--- src/rtl/operand_read_stage.sv ---
// Operand read: splits the instruction, drives RF read addresses, resolves operands (r1 > r2 > rf) into the execute register; OPERAND_READ_STATS_EN adds event counters.
// One-cycle latency; stall holds the output register and drops in_ready, flush overrides stall and capture.
module operand_read_stage #(
    parameter int DATA_WIDTH = 32,
    parameter int ADDR_WIDTH = 3
) (
    input  logic                  clk,
    input  logic                  rst,
    input  logic                  in_valid,
    output logic                  in_ready,
    input  logic [15:0]           instruction,
    input  logic                  stall,
    input  logic                  flush,
    output logic [ADDR_WIDTH-1:0] rf_addr_1,
    output logic [ADDR_WIDTH-1:0] rf_addr_2,
    input  logic [DATA_WIDTH-1:0] rf_data_1,
    input  logic [DATA_WIDTH-1:0] rf_data_2,
    input  logic                  forward1_r1,
    input  logic                  forward2_r1,
    input  logic                  forward1_r2,
    input  logic                  forward2_r2,
    input  logic [DATA_WIDTH-1:0] r1_result,
    input  logic [DATA_WIDTH-1:0] r2_result,
    output logic                  out_valid,
    output logic [6:0]            out_opcode,
    output logic [ADDR_WIDTH-1:0] out_destination,
    output logic [DATA_WIDTH-1:0] out_operand_1,
    output logic [DATA_WIDTH-1:0] out_operand_2,
    output logic [ADDR_WIDTH-1:0] out_source_1,
    output logic [ADDR_WIDTH-1:0] out_source_2
`ifdef OPERAND_READ_STATS_EN
    ,
    output logic [15:0]           stall_count,
    output logic [15:0]           flush_count,
    output logic [15:0]           forward_count
`endif
);

    logic                  capture;
    logic                  any_forward;
    logic [DATA_WIDTH-1:0] operand_1;
    logic [DATA_WIDTH-1:0] operand_2;

    assign rf_addr_1   = ADDR_WIDTH'(instruction[5:3]);
    assign rf_addr_2   = ADDR_WIDTH'(instruction[2:0]);
    // Held high through reset so upstream never sees a spurious stall.
    assign in_ready    = rst | ~stall;
    assign capture     = in_valid & ~stall & ~flush;
    assign any_forward = forward1_r1 | forward1_r2 | forward2_r1 | forward2_r2;

    // r1 is the younger result, so it wins over r2.
    always_comb begin
        operand_1 = rf_data_1;
        if (forward1_r1)      operand_1 = r1_result;
        else if (forward1_r2) operand_1 = r2_result;

        operand_2 = rf_data_2;
        if (forward2_r1)      operand_2 = r1_result;
        else if (forward2_r2) operand_2 = r2_result;
    end

    always_ff @(posedge clk or posedge rst) begin
        if (rst) begin
            out_valid       <= 1'b0;
            out_opcode      <= '0;
            out_destination <= '0;
            out_operand_1   <= '0;
            out_operand_2   <= '0;
            out_source_1    <= '0;
            out_source_2    <= '0;
        end else if (flush) begin
            out_valid <= 1'b0;
        end else if (!stall) begin
            out_valid <= in_valid;
            if (in_valid) begin
                out_opcode      <= instruction[15:9];
                out_destination <= ADDR_WIDTH'(instruction[8:6]);
                out_operand_1   <= operand_1;
                out_operand_2   <= operand_2;
                out_source_1    <= ADDR_WIDTH'(instruction[5:3]);
                out_source_2    <= ADDR_WIDTH'(instruction[2:0]);
            end
        end
    end

`ifdef OPERAND_READ_STATS_EN
    always_ff @(posedge clk or posedge rst) begin
        if (rst) begin
            stall_count   <= '0;
            flush_count   <= '0;
            forward_count <= '0;
        end else begin
            if (stall && stall_count != 16'hFFFF)
                stall_count <= stall_count + 16'd1;
            if (flush && flush_count != 16'hFFFF)
                flush_count <= flush_count + 16'd1;
            if (capture && any_forward && forward_count != 16'hFFFF)
                forward_count <= forward_count + 16'd1;
        end
    end
`endif

endmodule

--- config.mk ---
export PLATFORM = sky130hd
export DESIGN_NAME = operand_read_stage
export DESIGN_NICKNAME = d
export VERILOG_FILES = /design/src/rtl/operand_read_stage.sv
export SDC_FILE = /design/constraint.sdc
export NUM_CORES = 1
export LEC_CHECK = 0
export CORE_MARGIN = 2
export CORE_UTILIZATION = 30
export CTS_CLUSTER_SIZE = 10
export DETAILED_ROUTE_END_ITERATION = 7
export GPL_ROUTABILITY_DRIVEN = 0
export SETUP_SLACK_MARGIN = 0.02
export SKIP_LAST_GASP = 1
export SLEW_MARGIN = 20
export SYNTH_ARGS = -nofsm -noshare
export SYNTH_HDL_FRONTEND = slang
export SYNTH_SLANG_ARGS = --single-unit
--- constraint.sdc ---
create_clock -name clk -period 11.15 [get_ports clk]
set_clock_uncertainty 0.15 [all_clocks]
set_input_delay 3.345 -clock clk [delete_from_list [all_inputs] [get_ports clk]]
set_output_delay 3.345 -clock clk [all_outputs]
set_load 0.05 [all_outputs]
==> results by group <==
Outcome
  – Status: finished clean

Detailed routing
  – Drt pass-1 iters: 4
  – Initial DRC Count: roughly 150
  – Post-route DRC: 0
  – WL/cell: between 15 and 20 um
  – Final antenna-violating net count: 0
  – Routed vias/inst: around 4.6
  – Vias: 3702
  – Final wirelength: about 13 mm

Clock network
  – Hold Buf Count CTS: 0
  – CTS root buf: clkbuf_16
  – CTS tree: done
  – TritonCTS Buffers: 9
  – Clock transition at path regs: about 0.060 ns
  – Total clock sinks: 81
  – CTS resizes: 0
  – H-Tree Depth: 3
  – Clk buf depth: 2
  – Post-CTS setup buffers: 0
  – Skew-Pair Late Insertion Delay: approximately 0.33 ns

Finish
  – Multi-input logic area: ~2200 um^2
  – Diode count: 0
  – Design area: 7183 um^2
  – Share of post-route cells with drive strength above 1: 0.1659
  – Post-Layout Cell Count: between 700 and 800
  – # fillers: around 1400
  – Register area: 2027 um^2
  – Final net count: between 700 and 800
  – Area Growth Syn to Fin: 60.01%

Setup path
  – CP max-delay cell: clkdlybuf4s50_1
  – Arrival @ worst endpoint: around 5.4 ns
  – Crit path required time: between 7 and 8 ns
  – CP peak stage delay: roughly 0.8 ns
  – CP most frequent cell: clkdlybuf4s50_1
  – CP Cell Sequence: clkdlybuf4s50_1 -> clkinv_2 -> nand2_1 -> clkdlybuf4s50_1
  – Worst Setup End Kind: primary output
  – Critical Path Start Type: primary input
  – Crit path max fanout: 35
  – Worst setup path category: in2out

Power
  – Leak: between 0.003 and 0.004 uW
  – VDD IR max: just under 0.07 mV
  – Final Power: roughly 1200 uW
  – P per Cell Area: between 150 and 200 nW/um^2

Yosys
  – Synth top area share: 0.4515
  – Mean post-synth cell area: approximately 11 um^2
  – Synth area leaders: dfrtp_1 45%, mux2_2 16%, mux2i_1 14%
  – Unique masters post-synth: 15
  – Area of the mapped netlist: 4489 um^2
  – Post-synthesis register bit count: around 80
  – Post-Syn Nets: 549
  – Yosys top cell by area: dfrtp_1
  – Post-synthesis cell count: between 300 and 400
  – Register area share after synthesis: 0.4515
  – Syn. warnings: 0

Floorplanning
  – Die Footprint: ~16000 um^2
  – Die width: ~130 um
  – # rows: 44
  – I/O pin count: about 240
  – Initial Utilization: 0.3077
  – Core area: 14590 um^2
  – Die Ht: approximately 130 um

Place
  – Quantity of I/O buffers inserted on ports: 240
  – DP HPWL: 9.438 mm
  – Post-place instance area: 6850 um^2
  – Cells after DPL: 784

Timing
  – Fmax: around 110 MHz
  – Final count of negative-setup-slack endpoints: 0
  – Fin. Hold Viols: 0
  – Max-slew headroom: 0.2668
  – Fin Setup TNS: 0 ns
  – Final min period: 8.875 ns
  – Worst Tran Pin Value: ~1.1 ns
  – Fin. max-slew vios: 0
  – Final hold slack: roughly 0.32 ns
  – Tcrit/Tclk final: 0.7960
  – RSZ-0062 raised after global routing: no

Flow run
  – Max-cap violation count: 0

GRT
  – First-pass GRT wire length: about 21 mm
  – Global route overflow: 0
  – Initial antenna violation count: 0
  – All-Layer GR Usage: 0.1636
  – Vias in the first global route: about 3900
  – Largest net degree at the start of global routing: ~90

Worst hold path
  – Path category of the worst min-delay check: reg2reg
-- worst max-delay path: cells and delay by family --
kind / cells / cell delay (ns)
simple gates: 1 / 0.22
buf+inv: 3 / 1.79
-- layer usage --
metal	vias up	wire [um]	GRT usage
met5	-	0	0
met4	0	152	0.04848
met3	9	923	0.04344
met2	145	6263	0.2812
met1	1735	5656	0.2023
li1	1813	-	-
-- placed cells by master (no fill, tap or decap) --
cell / instances
buf_2: 3
buf_4: 3
bufinv_16: 2
clkbuf_1: 1
clkbuf_16: 9
clkbuf_8: 3
clkdlybuf4s50_1: 236
clkinv_2: 1
dfrtp_1: 81
mux2_2: 64
mux2_4: 16
mux2i_1: 65
nand2_1: 65
nor2_1: 1
o21ai_0: 52
o21ai_1: 12
or3b_4: 1
-- where the power goes --
part           internal (uW)  switching, uW
combinational            191            285
sequential               346           28.5
clock                    213            114
-- synth_stat cells --
| cell | n |
|---|---|
| buf_1 | 2 |
| buf_2 | 6 |
| buf_4 | 12 |
| buf_6 | 10 |
| clkbuf_1 | 8 |
| dfrtp_1 | 81 |
| inv_1 | 1 |
| mux2_2 | 64 |
| mux2_4 | 16 |
| mux2i_1 | 65 |
| nand2_1 | 65 |
| nor2_1 | 1 |
| o21ai_0 | 52 |
| o21ai_1 | 12 |
| or3b_1 | 1 |
-- logic make-up (layout without fill, tap and decap cells) --
| kind of cell | Yosys count | count (layout) | share of synthesized area |
|---|---|---|---|
| DFF | 81 | 81 | 0.4515 |
| AOI/OAI and AO/OA | 64 | 64 | 0.07135 |
| and+or+nand+nor | 67 | 67 | 0.05713 |
| muxes | 145 | 145 | 0.3590 |
| buffers and inverters | 39 | 258 | 0.06104 |
-- worst paths after layout --
kind	start	endpoint	slack, ns	cells after the start
max in group asynchronous	rst	out_operand_2[2]	6.52	3
setup / recovery	rst	in_ready	2.28	4
hold / removal	out_operand_1[18]	out_operand_1[18]	0.32	2
setup reg to reg	out_opcode[3]	out_opcode[3]	10.24	1
hold reg to reg	out_operand_1[18]	out_operand_1[18]	0.32	2
min in group asynchronous	rst	out_operand_1[23]	3.25	2
-- per-stage QoR --
step | util | setup slack (ns)
after floorplan | - | 1.774
after global placement | 0.4696 | 2.190
after detailed placement | 0.4696 | 2.178
after CTS | 0.4922 | 2.180
after global routing | 0.4924 | 2.087
final | 0.4924 | 2.275
-- registers in the layout, indices dropped and copies added (netlist names) --
| signal | cells |
|---|---|
| out_opcode | 7 |
| out_operand_1 | 32 |
| out_operand_2 | 32 |
| out_source_1 | 3 |
| out_valid | 1 |
| out_destination | 3 |
| out_source_2 | 3 |
-- final cells by class --
class                      count  area share
sequential                    81      0.2822
timing repair buffer         242      0.3341
clock inverter                 2    0.008361
clock buffer                  13     0.03762
tap                          184     0.03205
inverter                       1   0.0006967
multi-input combinational    276      0.3050
Power figures use the tool's default switching activity.
